--- config.mk ---
export PLATFORM = sky130hd
export DESIGN_NAME = ifu
export DESIGN_NICKNAME = d
export VERILOG_FILES = /design/src/rtl/ifu_pkg.sv /design/src/rtl/ifu_fifo.sv /design/src/rtl/ifu.sv
export SDC_FILE = /design/constraint.sdc
export NUM_CORES = 1
export LEC_CHECK = 0
export ABC_CLOCK_PERIOD_IN_PS = 5270
export CAP_MARGIN = 10
export CORE_ASPECT_RATIO = 0.5
export CORE_MARGIN = 4
export CORE_UTILIZATION = 52
export CTS_CLUSTER_SIZE = 14
export DETAILED_ROUTE_END_ITERATION = 8
export GPL_TIMING_DRIVEN = 0
export HOLD_SLACK_MARGIN = 0.02
export PLACE_DENSITY = 0.74
export REMOVE_ABC_BUFFERS = 1
export SLEW_MARGIN = 30
export SYNTH_ARGS = -nofsm -noshare
export SYNTH_HDL_FRONTEND = slang
export SYNTH_HIERARCHICAL = 1
export SYNTH_SLANG_ARGS = --single-unit
--- constraint.sdc ---
create_clock -name clk -period 5.27 [get_ports clk]
set_clock_uncertainty 0.05 [all_clocks]
set_input_delay 0.7905 -clock clk [delete_from_list [all_inputs] [get_ports clk]]
set_output_delay 0.7905 -clock clk [all_outputs]
set_load 0.1 [all_outputs]
--- src/rtl/ifu_pkg.sv ---
// Shared definitions for the instruction fetch unit: word sizes, PC step,
// the buffered fetch entry layout and a PC alignment helper.
package ifu_pkg;

  localparam int INST_ADDR_W = 32;
  localparam int INST_DATA_W = 32;

  localparam logic [INST_ADDR_W-1:0] ZERO_WORD = '0;
  localparam logic [INST_ADDR_W-1:0] PC_STEP   = 32'd4;
  localparam logic [INST_DATA_W-1:0] INST_NOP  = 32'h0000_0013;

  // One returned instruction together with the address it was fetched from.
  typedef struct packed {
    logic [INST_ADDR_W-1:0] pc;
    logic [INST_DATA_W-1:0] inst;
  } fetch_entry_t;

  function automatic logic [INST_ADDR_W-1:0] align_pc(input logic [INST_ADDR_W-1:0] addr);
    return {addr[INST_ADDR_W-1:2], 2'b00};
  endfunction

endpackage

--- src/rtl/ifu_fifo.sv ---
// Synchronous FIFO with a combinational head, occupancy count and a clear
// that empties it in one cycle. Push when full and pop when empty are ignored.
module ifu_fifo #(
  parameter int WIDTH = 32,
  parameter int DEPTH = 4
) (
  input  logic                   clk,
  input  logic                   rst_,
  input  logic                   push,
  input  logic [WIDTH-1:0]       wdata,
  input  logic                   pop,
  input  logic                   clear,
  output logic [WIDTH-1:0]       rdata,
  output logic                   full,
  output logic                   empty,
  output logic [$clog2(DEPTH):0] count
);

  localparam int AW = $clog2(DEPTH);
  localparam int CW = AW + 1;

  logic [WIDTH-1:0] mem [DEPTH];
  logic [AW-1:0]    wr_ptr;
  logic [AW-1:0]    rd_ptr;
  logic [CW-1:0]    cnt;
  logic             do_push;
  logic             do_pop;

  assign full    = (cnt == CW'(DEPTH));
  assign empty   = (cnt == '0);
  assign count   = cnt;
  assign rdata   = mem[rd_ptr];
  assign do_push = push && !full;
  assign do_pop  = pop && !empty;

  always_ff @(posedge clk or negedge rst_) begin
    if (!rst_) begin
      wr_ptr <= '0;
      rd_ptr <= '0;
      cnt    <= '0;
    end else if (clear) begin
      wr_ptr <= '0;
      rd_ptr <= '0;
      cnt    <= '0;
    end else begin
      if (do_push) wr_ptr <= wr_ptr + 1'b1;
      if (do_pop)  rd_ptr <= rd_ptr + 1'b1;
      cnt <= cnt + CW'(do_push) - CW'(do_pop);
    end
  end

  // Storage carries no reset; only the pointers define what is valid.
  always_ff @(posedge clk) begin
    if (do_push && !clear) mem[wr_ptr] <= wdata;
  end

endmodule

--- src/rtl/ifu.sv ---
// Instruction fetch unit: keeps the PC, issues in-order fetches to instruction
// memory, buffers returned words with their PCs and presents one per cycle.
module ifu
  import ifu_pkg::*;
#(
  parameter logic [INST_ADDR_W-1:0] RESET_PC = 32'h0000_0000,
  parameter int                     DEPTH    = 4
) (
  input  logic                   clk,
  input  logic                   rst_,
  input  logic                   stall,
  input  logic                   flush,
  input  logic [INST_ADDR_W-1:0] flush_pc,
  output logic                   imem_req,
  output logic [INST_ADDR_W-1:0] imem_addr,
  input  logic                   imem_gnt,
  input  logic                   imem_rvalid,
  input  logic [INST_DATA_W-1:0] imem_rdata,
  output logic [INST_ADDR_W-1:0] id_i_pc,
  output logic                   id_i_inst_vld,
  output logic [INST_DATA_W-1:0] id_i_inst
);

  localparam int CW = $clog2(DEPTH) + 1;

  // Handshakes: a fetch is transferred on a cycle with imem_req && imem_gnt;
  // imem_rvalid returns one word per cycle in request order with no
  // back-pressure, so a slot is reserved at grant time. Decode takes the
  // presented instruction on any cycle with id_i_inst_vld && !stall.

  logic [INST_ADDR_W-1:0] pc;
  logic [CW-1:0]          outstanding;
  logic [CW-1:0]          drop_cnt;

  logic                   fire;
  logic                   rsp_drop;
  logic                   rsp_keep;
  logic [CW:0]            credit_used;

  logic [INST_ADDR_W-1:0] tag_head;
  logic                   tag_full;
  logic                   tag_empty;
  logic [CW-1:0]          tag_count;

  fetch_entry_t           buf_wdata;
  fetch_entry_t           buf_head;
  logic                   buf_pop;
  logic                   buf_full;
  logic                   buf_empty;
  logic [CW-1:0]          buf_count;

  logic                   unused_status;

  assign credit_used = {1'b0, outstanding} + {1'b0, buf_count};
  assign imem_req    = rst_ && !flush && (credit_used < (CW+1)'(DEPTH));
  assign imem_addr   = pc;
  assign fire        = imem_req && imem_gnt;

  assign rsp_drop  = imem_rvalid && (drop_cnt != '0);
  assign rsp_keep  = imem_rvalid && (drop_cnt == '0) && !flush;
  assign buf_wdata = '{pc: tag_head, inst: imem_rdata};
  assign buf_pop   = !stall && !buf_empty && !flush;

  assign unused_status = &{1'b0, tag_full, tag_empty, tag_count, buf_full};

  ifu_fifo #(
    .WIDTH (INST_ADDR_W),
    .DEPTH (DEPTH)
  ) u_tag_q (
    .clk   (clk),
    .rst_  (rst_),
    .push  (fire),
    .wdata (pc),
    .pop   (rsp_keep),
    .clear (flush),
    .rdata (tag_head),
    .full  (tag_full),
    .empty (tag_empty),
    .count (tag_count)
  );

  ifu_fifo #(
    .WIDTH ($bits(fetch_entry_t)),
    .DEPTH (DEPTH)
  ) u_inst_buf (
    .clk   (clk),
    .rst_  (rst_),
    .push  (rsp_keep),
    .wdata (buf_wdata),
    .pop   (buf_pop),
    .clear (flush),
    .rdata (buf_head),
    .full  (buf_full),
    .empty (buf_empty),
    .count (buf_count)
  );

  always_ff @(posedge clk or negedge rst_) begin
    if (!rst_) begin
      pc <= RESET_PC;
    end else if (flush) begin
      pc <= align_pc(flush_pc);
    end else if (fire) begin
      pc <= pc + PC_STEP;
    end
  end

  always_ff @(posedge clk or negedge rst_) begin
    if (!rst_) begin
      outstanding <= '0;
    end else begin
      case ({fire, imem_rvalid})
        2'b10:   outstanding <= outstanding + 1'b1;
        2'b01:   outstanding <= outstanding - 1'b1;
        default: outstanding <= outstanding;
      endcase
    end
  end

  // outstanding already includes words still owed to an earlier flush, so
  // after a redirect every remaining in-flight word is to be dropped.
  always_ff @(posedge clk or negedge rst_) begin
    if (!rst_) begin
      drop_cnt <= '0;
    end else if (flush) begin
      drop_cnt <= outstanding - CW'(imem_rvalid);
    end else if (rsp_drop) begin
      drop_cnt <= drop_cnt - 1'b1;
    end
  end

  always_ff @(posedge clk or negedge rst_) begin
    if (!rst_) begin
      id_i_pc       <= ZERO_WORD;
      id_i_inst     <= ZERO_WORD;
      id_i_inst_vld <= 1'b0;
    end else if (flush) begin
      id_i_inst_vld <= 1'b0;
    end else if (!stall) begin
      if (buf_pop) begin
        id_i_pc       <= buf_head.pc;
        id_i_inst     <= buf_head.inst;
        id_i_inst_vld <= 1'b1;
      end else begin
        id_i_inst_vld <= 1'b0;
      end
    end
  end

endmodule

Word-level counts from Yosys, hierarchy flattened
Memory sizes are Yosys's and may differ from the RTL's. A register that Yosys moved wholly into a read port is not among the register bits. Cells that the tools add are included.

Register bits after elaboration: 53. Bits in latches: 0. Bits in writable memories: 384. Memory bits (read-only): 0. Bits of input ports: 70. Output and inout port bits: 98. Word-level logic and storage cells: 89. Memories: 2.

Memories: u_inst_buf.mem (words 4, width 64, read ports 1, clocked after memory_dff 1, wr ports 1, RTL line ifu_fifo.sv:22) `logic [WIDTH-1:0] mem [DEPTH];`; u_tag_q.mem (words 4, width 32, read ports 1, clocked after memory_dff 0, wr ports 1, RTL line ifu_fifo.sv:22).

Add/sub/neg operators: 14. $mul: 0. Divide/modulo/power cells: 0. Magnitude comparators: 1. Equal/unequal tests: 5. Shifts and indexed selects: 0. Multiplexer cells: 22. Bitwise operators: 2. Reduce and logical (&&, ||, !) cells: 33.

Operators with widths (number): two-way mux 32 bit (2); adder 32 x 3 -> 32 bit, second input constant (1); two-way mux 2 bit (8); logical AND 1 bit (14); nonzero test 2 bit (7); two-way mux 3 bit (4); logical NOT 3 bit (3); subtractor 3 x 1 -> 3 bit (3); adder 2 x 1 -> 2 bit, second input constant (4); logical NOT 1 bit (7); two-way mux 1 bit (7); adder 3 x 1 -> 3 bit (2); equality test 3 bit, second input constant (2); case mux 3 bit (2 select lines) (1); subtractor 3 x 1 -> 3 bit, second input constant (2); adder 3 x 3 -> 4 bit (1); less-than comparator 4 x 3 -> 1 bit, second input constant (1); adder 3 x 1 -> 3 bit, second input constant (1); AND reduction 3 bit (1); nonzero test 3 bit (1); equality test 2 x 1 -> 1 bit, second input constant (1); equality test 2 bit, second input constant (1); inequality test 2 x 1 -> 1 bit, second input constant (1); NOT 1 bit (2).

Logic depth before layout (Yosys ltp)
Gate-level depths: netlist (run 1).

Depth in word-level cells: 8. Depth in mapped cells: 17. Gate-level depth less buffers: 14.

Hierarchy
Netlist (run 1), hierarchy kept.

By module, submodules not included: ifu_fifo (u_inst_buf) (times used 1, cells each 382, area each 9678.0 um^2, seq. area each 7862.5 um^2); ifu_fifo (u_tag_q) (times used 1, cells each 216, area each 5202.5 um^2, seq. area each 4018.9 um^2); ifu (times used 1, cells each 403, area each 4765.8 um^2, seq. area each 2527.4 um^2).

Worst setup path before layout (run 1)
No wires, ideal clock.

Path kind: input -> register. Start: input port flush. End: memory u_tag_q.mem[0][0] (enable). Library setup time: 0.468 ns. Arrival time: 4.447 ns. Required time: 4.752 ns. Setup slack: 0.305 ns. Stages on the path: 9. Path buffers: 4. Cells stage by stage: nor4_1 > nand4_1 > clkbuf_1 > inv_1 > buf_2 > buf_2 > nand2b_1 > buf_2 > nor3b_1.

Longest elaborated chain between the ends: 8.

RTL lines: from (decl) (RTL line ifu.sv:12) `input logic flush,`; logical NOT 1 bit (RTL line ifu.sv:55) `assign imem_req = rst_ && !flush && (credit_used < (CW+1)'(DEPTH));`; logical AND 1 bit (2 in series) (RTL line ifu.sv:55); logical AND 1 bit (RTL line ifu.sv:57) `assign fire = imem_req && imem_gnt;`; via fire (RTL line ifu.sv:35) `logic fire;`; logical AND 1 bit (RTL line ifu_fifo.sv:33) `assign do_push = push && !full;`; logical AND 1 bit (RTL line ifu_fifo.sv:54) `if (do_push && !clear) mem[wr_ptr] <= wdata;`; two-way mux 1 bit (RTL line ifu_fifo.sv:54); two-way mux 1 bit (implied by the code) (RTL line ifu_fifo.sv:54); to (decl) (RTL line ifu_fifo.sv:22).

The timed path passes the listed nets, and every way through them passes these cells.

Worst setup path after layout (run 1)
Start: register outstanding[2]. End: memory u_tag_q.mem[4][4], in the netlist u_tag_q/mem[2][4] (enable).

Longest elaborated chain between the ends: 8.

RTL lines: from (decl) (RTL line ifu.sv:32) `logic [CW-1:0] outstanding;`; from (signal assigned) (RTL line ifu.sv:113) `2'b10: outstanding <= outstanding + 1'b1;`; from (signal assigned) (RTL line ifu.sv:114) `2'b01: outstanding <= outstanding - 1'b1;`; from (signal assigned) (RTL line ifu.sv:115) `default: outstanding <= outstanding;`; adder 3 x 3 -> 4 bit (RTL line ifu.sv:54) `assign credit_used = {1'b0, outstanding} + {1'b0, buf_count};`; less-than comparator 4 x 3 -> 1 bit (RTL line ifu.sv:55); logical AND 1 bit (RTL line ifu.sv:55); logical AND 1 bit (RTL line ifu.sv:57); logical AND 1 bit (RTL line ifu_fifo.sv:33); logical AND 1 bit (RTL line ifu_fifo.sv:54); two-way mux 1 bit (RTL line ifu_fifo.sv:54); two-way mux 1 bit (implied by the code) (RTL line ifu_fifo.sv:54).

No other way between the ends.

==> results of run 1 <==
==> final cells by class <==
| cell class | count | area, µm² |
|---|---|---|
| clock buffer | 67 | 1250 |
| clock inverter | 11 | 96.3 |
| fill | 2478 | 13700 |
| inverter | 27 | 101 |
| multi-input combinational | 435 | 4940 |
| sequential | 499 | 14400 |
| tap | 494 | 618 |
| timing repair buffer | 210 | 2210 |
==> registers in the layout, indices dropped and copies added (netlist names) <==
register,cells
drop_cnt,3
id_i_inst,32
id_i_inst_vld,1
id_i_pc,32
imem_addr,30
outstanding,3
u_inst_buf/count,3
u_inst_buf/mem,256
u_inst_buf/rd_ptr,2
u_inst_buf/wr_ptr,2
u_tag_q/count,3
u_tag_q/mem,128
u_tag_q/rd_ptr,2
u_tag_q/wr_ptr,2
==> Yosys cell counts (7+ instances only) <==
master    count  area share, %
inv_1        26           0.50
mux4_2       70            8.0
buf_2        19           0.48
o211ai_1      8           0.31
o21ai_0      10           0.25
mux4_1       26            3.5
ha_1         20            1.3
nand4_1       8           0.25
clkbuf_1     16           0.31
xor2_1        8           0.36
nor3b_1       7           0.27
nand3_1      23           0.59
mux2_2       67            3.8
nor4_1       11           0.35
nand2_1      33           0.63
mux2i_1       7           0.36
nor2_1       18           0.34
nor3_1       13           0.33
edfxtp_1    384             59
or4_1        12           0.46
dfrtp_1     115             15
a221o_1       8           0.41
==> through the flow <==
step           total power, mW  hold WS [ns]
2_1_floorplan             7.26         0.418
4_1_cts                   11.2         0.131
5_1_grt                   11.5         0.144
6_report                  11.1         0.136
3_3_place_gp              8.08         0.441
3_5_place_dp              8.15         0.446
==> kinds of logic after synthesis <==
kind of cell             Yosys count
flip-flops                       499
multiplexers                     170
AND/OR/NAND/NOR                  159
buffers and inverters             76
AO/OA/AOI/OAI                     62
adder cells (fa/ha/maj)           23
XOR/XNOR                          11
other                              1
==> worst reg2reg max path: stages, from the launching register on <==
cell and delay [ns]:
dfrtp_1 0.43, ha_1 0.31, nor4_1 0.58, nand4_1 0.30, buf_6 0.24, inv_1 0.70
nand2b_1 0.40, nor3b_2 0.33, buf_4 0.22, buf_6 0.16, buf_4 0.19, buf_4 0.21
buf_6 0.16
==> worst min path at each step <==
stage / startpoint / end / slack [ns] / cells after the start
6_report: rst_ / id_i_inst[30] / 0.14 / 1
5_1_grt: rst_ / id_i_inst[28] / 0.14 / 1
4_1_cts: rst_ / id_i_inst[29] / 0.13 / 1
2_1_floorplan: outstanding[0] / outstanding[0] / 0.42 / 1
3_3_place_gp: id_i_pc[14] / id_i_pc[14] / 0.44 / 1
3_5_place_dp: id_i_pc[22] / id_i_pc[22] / 0.45 / 1
==> power groups by stage <==
stage / sequential [mW] / clock [mW] / combinational, mW
after floorplan: 6.79 / 0 / 0.471
after global placement: 4.90 / 0 / 3.18
after detailed placement: 4.91 / 0 / 3.23
after CTS: 4.84 / 3.12 / 3.24
after global routing: 4.88 / 3.32 / 3.31
final: 4.83 / 3.05 / 3.22
==> layer usage <==
layer | global-route usage (%) | wire length, µm | vias to the layer above
li1 | - | - | 4474
met1 | 26.9 | 16200 | 5401
met2 | 35.3 | 21600 | 297
met3 | 3.09 | 1960 | 73
met4 | 6.09 | 1030 | 0
met5 | 0 | 0 | -
==> run_results.csv, run 1 <==
group,metric,value,unit
outcome,outcome,"completed",
place,port_buffers,163,
global_route,grt_pass1_vias,11000,
cts,cts_tree,"yes",
floorplanning,die_w,283,µm
floorplanning,core_area,0.0373,mm²
sta,period_share,86.6,%
layout,diodes,0,
sta,period_needed,4.57,ns
detailed_routing,wl_per_cell,23.4,µm
power_and_ir_drop,clock_power_share,27.5,%
power_and_ir_drop,power_frac_seq,43.5,%
detailed_routing,drc,0,
yosys,synth_xor_area_share,0.490,%
setup_path,start_kind,"register",
setup_path,critical_path.endpoint,"u_tag_q/mem[2][4]",
setup_path,criticalPathCategory,"reg2reg",
yosys,syn_inst,1001,
detailed_routing,postRouteWirelength,40700,µm
setup_path,crit_start,"outstanding[2]",
layout,final_area,0.0236,mm²
setup_path,critPathSlowestCell,"inv_1",
power_and_ir_drop,power_density,470,mW/mm²
power_and_ir_drop,power.internal,7.09,mW
power_and_ir_drop,pwr-share-comb,29.0,%
yosys,synth_flop_cell,"edfxtp_1",
yosys,ys_async_sr_fraction,23.0,%
power_and_ir_drop,switching_share,36.1,%
yosys,synth_cell_types,61,
setup_path,crit_arrival,4.78,ns
sta,setup_ws,0.704,ns
detailed_routing,dr_total_vias,10200,
layout,final_nets,1310,
sta,slew_headroom,30.0,%
yosys,yosys.area_share.adder,1.58,%
sta,rsz0062_at_grt,"false",
yosys,netlist_area,0.0196,mm²
setup_path,path_depth,12,
setup_path,path_buf_inv,7,
yosys,synth_compound_area_share,2.36,%
global_route,overflow,0,
setup_path,path_delay_family,"buffers and inverters",
layout,fin_util,63.3,%
setup_path,endpoint_kind,"register",
cts,clockBufferDepth,3,
detailed_routing,viasPerCell,5.88,
cts,root_buffer,"clkbuf_16",
setup_path,required,5.48,ns
hold_path,hp-class,"in2async",
setup_path,r2r-start,"outstanding[2]",
floorplanning,rows,50,
yosys,synth_mux_area_share,15.7,%
place,post-place-ws,-0.155,ns
sta,setup_violations,0,
yosys,synth_seq_cells,499,
place,dpl.cell_count,1663,
cts,htreeDepth,2,
global_route,grt_pass1_wl,64500,µm
setup_path,path_max_fanout,21,
cts,post_cts_buffers,0,
job,max_cap_viol_count,0,
power_and_ir_drop,vdd_drop_max,288,µV
yosys,seq_area_frac_synth,73.3,%
power_and_ir_drop,netSwitchingPower,4.01,mW
place,placed_area,0.0223,mm²
floorplanning,die_height,145,µm
cts,clock-sinks,499,
floorplanning,ios,168,
global_route,grt_max_degree,68,
sta,max_freq,219,MHz
global_route,antenna_found_initial,0,
cts,cts_hold_buf,0,
detailed_routing,antenna_left,0,
power_and_ir_drop,p_leak,8.18,nW
floorplanning,start_util,52.6,%
yosys,synth_edf_count,384,
sta,slew_violations,0,
layout,mostFrequentLayoutCells,"edfxtp_1 (384), clkdlybuf4s50_1 (157), dfrtp_1 (111), mux4_2 (70), mux2_2 (67)",
sta,hold_viol,0,
setup_path,slowest_delay,0.70,ns
place,hpwlAfterDp,25800,µm
cts,cts_resized,0,
layout,final_cells,1743,
cts,cts_buffers,44,
detailed_routing,drt_first_pass_iters,5,
global_route,grtUsageTotal,20.3,%
cts,clock_latency,0.55,ns
yosys,synthSimpleGateAreaFrac,4.55,%
setup_path,rrSetupSlack,0.70,ns
yosys,avgSynthCellArea,19.6,µm²
place,gp_routability_congestion,0.773,
yosys,ys_warn_count,6,
layout,drive_gt1_share,21.3,%
setup_path,worstRegToRegCells,12,
sta,tightest_slew,1.05,ns
setup_path,r2r_end,"u_tag_q/mem[2][4]",
layout,area_growth,20.3,%
cts,path_clk_slew,0.07,ns
detailed_routing,drt_iter0_drc,877,
layout,final_common_cell,"edfxtp_1",
floorplanning,die_area,0.0411,mm²
yosys,synth_top_family_by_area,"multiplexers",
setup_path,crit_chain,"ha_1, nor4_1, nand4_1, buf_6, inv_1, nand2b_1, nor3b_2, buf_4, buf_6, buf_4, buf_4, buf_6",
sta,setup_tns,0,ns
Note: power is estimated with default switching activity, not from simulation.
==> run 2: changes to the inputs <==
--- a/config.mk
+++ b/config.mk
@@ -9,12 +9,12 @@
 export CAP_MARGIN = 10
 export CORE_ASPECT_RATIO = 0.5
 export CORE_MARGIN = 4
-export CORE_UTILIZATION = 52
+export CORE_UTILIZATION = 50
 export CTS_CLUSTER_SIZE = 14
 export DETAILED_ROUTE_END_ITERATION = 8
 export GPL_TIMING_DRIVEN = 0
 export HOLD_SLACK_MARGIN = 0.02
-export PLACE_DENSITY = 0.74
+export PLACE_DENSITY = 0.71
 export REMOVE_ABC_BUFFERS = 1
 export SLEW_MARGIN = 30
 export SYNTH_ARGS = -nofsm -noshare
==> run 2 against run 1 <==
Against the previous run: largest cell class unchanged; via count is 0.63% lower; critical path depth is 2 lower; hold slack worse by 0.022 ns.
==> run_results.csv, run 2 (synthesis gave the netlist of run 1 again) <==
group,metric,value,unit
floorplanning,core_area,0.0389,mm²
cts,htreeDepth,2,
sta,hold_slack,0.114,ns
setup_path,r2r-start,"u_inst_buf/count[2]",
sta,setup_violations,0,
floorplanning,rows,51,
floorplanning,ios,168,
setup_path,path_delay_family,"simple AND/OR/NAND/NOR gates",
sta,slew_violations,0,
floorplanning,die_height,148,µm
setup_path,endpoint_kind,"register",
layout,largestRegisters,"u_inst_buf/mem (256), u_tag_q/mem (128)",
layout,drive_gt1_share,21.4,%
sta,period_share,89.4,%
setup_path,path_max_fanout,21,
global_route,grt_pass1_wl,63600,µm
setup_path,crit_start,"u_inst_buf/count[2]",
place,post-place-ws,-0.315,ns
job,max_cap_viol_count,0,
cts,path_clk_slew,0.06,ns
place,gp_routability_congestion,0.807,
cts,clock-sinks,499,
cts,root_buffer,"clkbuf_16",
layout,final_nets,1308,
sta,rsz0062_at_grt,"false",
setup_path,critPathSlowestCell,"nor3b_2",
layout,mostFrequentLayoutCells,"edfxtp_1 (384), clkdlybuf4s50_1 (155), dfrtp_1 (111), mux4_2 (70), mux2_2 (67)",
setup_path,start_kind,"register",
setup_path,path_depth,10,
sta,tightest_slew,1.06,ns
setup_path,worstRegToRegCells,10,
sta,slew_headroom,29.2,%
setup_path,path_buf_inv,5,
layout,diodes,0,
power_and_ir_drop,power_density,468,mW/mm²
global_route,antenna_found_initial,0,
cts,cts_tree,"yes",
detailed_routing,dr_total_vias,10200,
detailed_routing,wl_per_cell,23.0,µm
global_route,overflow,0,
place,placed_area,0.0223,mm²
place,hpwlAfterDp,26200,µm
detailed_routing,postRouteWirelength,41000,µm
setup_path,criticalPathCategory,"reg2reg",
global_route,grt_pass1_vias,10900,
setup_path,crit_chain,"ha_1, nor4_1, nand4_1, buf_6, clkinvlp_4, nand2b_1, nor3b_2, buf_6, buf_4, buf_4",
cts,cts_buffers,44,
power_and_ir_drop,p_leak,8.15,nW
layout,final_area,0.0236,mm²
layout,final_common_cell,"edfxtp_1",
setup_path,r2r_end,"u_tag_q/mem[3][0]",
sta,hold_viol,0,
sta,max_freq,212,MHz
global_route,grtUsageTotal,19.4,%
cts,clockBufferDepth,3,
sta,period_needed,4.71,ns
floorplanning,start_util,50.6,%
detailed_routing,viasPerCell,5.72,
setup_path,slowest_delay,0.68,ns
cts,clock_latency,0.56,ns
detailed_routing,drt_first_pass_iters,5,
floorplanning,die_w,288,µm
detailed_routing,drt_iter0_drc,851,
outcome,outcome,"completed",
layout,fin_util,60.7,%
detailed_routing,drc,0,
layout,top_register,"u_inst_buf/mem",
layout,area_growth,20.1,%
floorplanning,die_area,0.0427,mm²
setup_path,crit_arrival,4.91,ns
cts,cts_hold_buf,0,
place,port_buffers,163,
sta,setup_ws,0.559,ns
setup_path,rrSetupSlack,0.56,ns
setup_path,required,5.47,ns
power_and_ir_drop,vdd_drop_max,274,µV
hold_path,hp-class,"in2async",
detailed_routing,antenna_left,0,
global_route,grt_max_degree,69,
layout,fillers,2713,
layout,largest_register_ffs,256,
-- run 2: layout make-up --
class | instances | area, µm² | share of cell area, %
flip-flops and latches | 499 | 14400 | 61.1
multi-input cells | 435 | 4940 | 20.9
repair buffers | 208 | 2160 | 9.13
clock buffers | 68 | 1220 | 5.18
well taps | 530 | 663 | 2.81
inverters | 27 | 105 | 0.445
clock inverters | 14 | 95.1 | 0.403
-- run 2: where the power goes --
| group | leakage, nW | total, mW | switching [mW] | internal (mW) |
|---|---|---|---|---|
| registers | 4.92 | 4.84 | 0.254 | 4.58 |
| clock network | 0.640 | 3.01 | 1.36 | 1.65 |
| logic | 2.58 | 3.20 | 2.42 | 0.775 |
| total | 8.15 | 11.0 | 4.04 | 7.01 |
-- run 2: worst max path at each step --
stage                          end  slack [ns]
6_report         u_tag_q/mem[3][0]        0.56
5_1_grt          u_tag_q/mem[3][0]        0.36
4_1_cts          u_tag_q/mem[3][0]        0.14
3_5_place_dp     u_tag_q/mem[3][2]       -0.31
3_3_place_gp     u_tag_q/mem[2][2]      -10.89
2_1_floorplan  u_inst_buf/count[2]       -1.91
-- run 2: metal layers --
layer  vias to the layer above  global-route usage [%]  part of all wire [%]
li1                       4474                       -                     -
met1                      5360                    24.7                    40
met2                       269                    34.9                    53
met3                        77                    2.85                   4.3
met4                         0                    6.07                   2.7
met5                         -                       0                     0
-- run 2: repair_timing --
item | 4_1_cts | 5_1_grt
endpoints found under the setup margin | 0 | 9
buffers inserted | 0 | 0
gates resized for setup | 0 | 1
-- run 2: metrics by stage --
step | std cells | total power [mW] | TNS (ns)
after floorplan | 961 | 7.26 | -120.39
after global placement | 1654 | 8.09 | -2953.96
after detailed placement | 1699 | 8.14 | -7.63
after CTS | 1781 | 11.2 | 0
after global routing | 1781 | 11.4 | 0
final | 1781 | 11.0 | 0
==> run 3: changes to the inputs <==
--- a/config.mk
+++ b/config.mk
@@ -14,10 +14,11 @@
 export DETAILED_ROUTE_END_ITERATION = 8
 export GPL_TIMING_DRIVEN = 0
 export HOLD_SLACK_MARGIN = 0.02
-export PLACE_DENSITY = 0.71
+export PLACE_DENSITY = 0.73
 export REMOVE_ABC_BUFFERS = 1
 export SLEW_MARGIN = 30
 export SYNTH_ARGS = -nofsm -noshare
 export SYNTH_HDL_FRONTEND = slang
 export SYNTH_HIERARCHICAL = 1
 export SYNTH_SLANG_ARGS = --single-unit
+export TNS_END_PERCENT = 50
==> run 3 against run 2 <==
Against the previous run: cell area increased by 0.39%; worst setup slack got worse by 0.29 ns; combinational power about the same; via count grew 0.52%; routed wire length rose by 0.45%; core utilization increased by 0.24 points; power is 1.2% higher; hold slack improved by 0.029 ns; sequential share of layout area shrank 0.24 points; non-clock buffer count is the same; die area unchanged.
==> run_results.csv, run 3 (synthesis gave the netlist of run 1 again) <==
group,metric,value,unit
floorplanning,ios,168,
power_and_ir_drop,clock_power_share,28.1,%
setup_path,slowest_delay,0.66,ns
layout,final_common_cell,"edfxtp_1",
power_and_ir_drop,p_total,11.2,mW
sta,slew_violations,0,
cts,root_buffer,"clkbuf_16",
layout,multiInputGateArea,0.00494,mm²
cts,path_clk_slew,0.07,ns
layout,fillers,2672,
layout,area_growth,20.6,%
sta,period_needed,5.00,ns
floorplanning,die_height,148,µm
sta,max_freq,200,MHz
place,port_buffers,163,
cts,cts_resized,0,
cts,cts_tree,"yes",
floorplanning,die_area,0.0427,mm²
global_route,overflow,0,
setup_path,critPathSlowestCell,"inv_1",
detailed_routing,dr_total_vias,10200,
layout,diodes,0,
hold_path,hp-class,"in2async",
setup_path,crit_start,"outstanding[2]",
power_and_ir_drop,vdd_drop_max,276,µV
power_and_ir_drop,switching_share,36.2,%
power_and_ir_drop,power_density,472,mW/mm²
sta,slew_headroom,30.2,%
setup_path,required,5.47,ns
layout,ff_latch_area,0.0144,mm²
cts,clockBufferDepth,3,
detailed_routing,drt_iter0_drc,806,
layout,final_cells,1782,
cts,cts_buffers,45,
floorplanning,start_util,50.6,%
detailed_routing,drt_first_pass_iters,5,
detailed_routing,drc,0,
layout,final_nets,1309,
setup_path,endpoint_kind,"register",
place,placed_area,0.0223,mm²
setup_path,crit_chain,"ha_1, nor4_1, nand4_1, buf_4, inv_1, nand2b_1, nor3b_2, buf_4, buf_4, buf_4",
power_and_ir_drop,power.internal,7.14,mW
setup_path,criticalPathCategory,"reg2reg",
global_route,grt_pass1_wl,64600,µm
job,max_cap_viol_count,0,
sta,hold_viol,0,
detailed_routing,routed-wl-met3,1920,µm
layout,top_register,"u_inst_buf/mem",
setup_path,worstRegToRegCells,10,
detailed_routing,met2_length,21900,µm
setup_path,r2r_end,"u_tag_q/mem[2][1]",
layout,largest_register_ffs,256,
detailed_routing,top_layer_used,"met4",
sta,hold_slack,0.143,ns
global_route,grt_pass1_vias,11100,
layout,drive_gt1_share,21.8,%
setup_path,path_max_fanout,21,
place,gp_routability_congestion,0.803,
detailed_routing,m1WireLength,16200,µm
global_route,grt_max_degree,61,
detailed_routing,antenna_left,0,
detailed_routing,wl_per_cell,23.1,µm
layout,final_area,0.0237,mm²
setup_path,crit_arrival,5.20,ns
detailed_routing,postRouteWirelength,41200,µm
cts,htreeDepth,2,
floorplanning,rows,51,
floorplanning,core_area,0.0389,mm²
layout,fin_util,61.0,%
setup_path,r2r-start,"outstanding[2]",
cts,clock-sinks,499,
power_and_ir_drop,netSwitchingPower,4.04,mW
setup_path,start_kind,"register",
cts,cts_hold_buf,0,
cts,clock_latency,0.55,ns
power_and_ir_drop,power_frac_seq,43.3,%
layout,mostFrequentLayoutCells,"edfxtp_1 (384), clkdlybuf4s50_1 (157), dfrtp_1 (111), mux4_2 (70), mux2_2 (67)",
place,dpl.cell_count,1699,
floorplanning,die_w,288,µm
layout,largestRegisters,"u_inst_buf/mem (256), u_tag_q/mem (128)",
power_and_ir_drop,pwr-share-comb,28.7,%
global_route,grtUsageTotal,19.7,%
sta,tightest_slew,1.04,ns
sta,period_share,94.8,%
power_and_ir_drop,p_leak,8.20,nW
outcome,outcome,"completed",
sta,setup_violations,0,
cts,post_cts_buffers,0,
sta,rsz0062_at_grt,"false",
global_route,antenna_found_initial,0,
place,hpwlAfterDp,26600,µm
setup_path,cp_common_cell,"buf_4",
detailed_routing,viasPerCell,5.74,
setup_path,rrSetupSlack,0.27,ns
run 3: layout make-up:
cell class	count	area share [%]
Sequential cell	499	60.9
Multi-Input combinational cell	435	20.8
Timing Repair Buffer	208	9.15
Clock buffer	68	5.38
Tap cell	530	2.80
Clock inverter	15	0.533
Inverter	27	0.428
run 3: power groups by stage:
stage	clock, mW	combinational (mW)	sequential (mW)
2_1_floorplan	0	0.471	6.79
6_report	3.14	3.21	4.84
3_5_place_dp	0	3.22	4.92
3_3_place_gp	0	3.18	4.90
4_1_cts	3.21	3.23	4.84
5_1_grt	3.39	3.31	4.88
run 3: per-layer routing:
metal | GRT usage, % | vias to the layer above
li1 | - | 4458
met1 | 25.0 | 5412
met2 | 35.2 | 282
met3 | 3.20 | 81
met4 | 6.44 | 0
met5 | 0 | -
run 3: worst max-delay path by stage:
stage,to,slack [ns],depth (start not counted)
5_1_grt,u_tag_q/count[2],0.06,14
3_5_place_dp,u_tag_q/mem[2][2],-0.1,11
6_report,u_tag_q/mem[2][1],0.27,10
3_3_place_gp,u_tag_q/mem[1][2],-10.56,5
4_1_cts,u_tag_q/mem[2][0],0.35,10
2_1_floorplan,u_inst_buf/count[2],-1.91,10
run 3: stage by stage:
step                TNS [ns]  setup slack, ns
finish                     0            0.272
global route               0           0.0597
CTS                        0            0.351
detailed placement     -1.24          -0.0979
global placement    -2819.00           -10.56
floorplan            -120.39            -1.91
run 3: critical path, delay by kind of cell (launching register included):
kind / cells / cell delay, ns
and+or+nand+nor: 4 / 2.14
buffers and inverters: 5 / 1.76
DFF: 1 / 0.43
adders and majority gates: 1 / 0.31
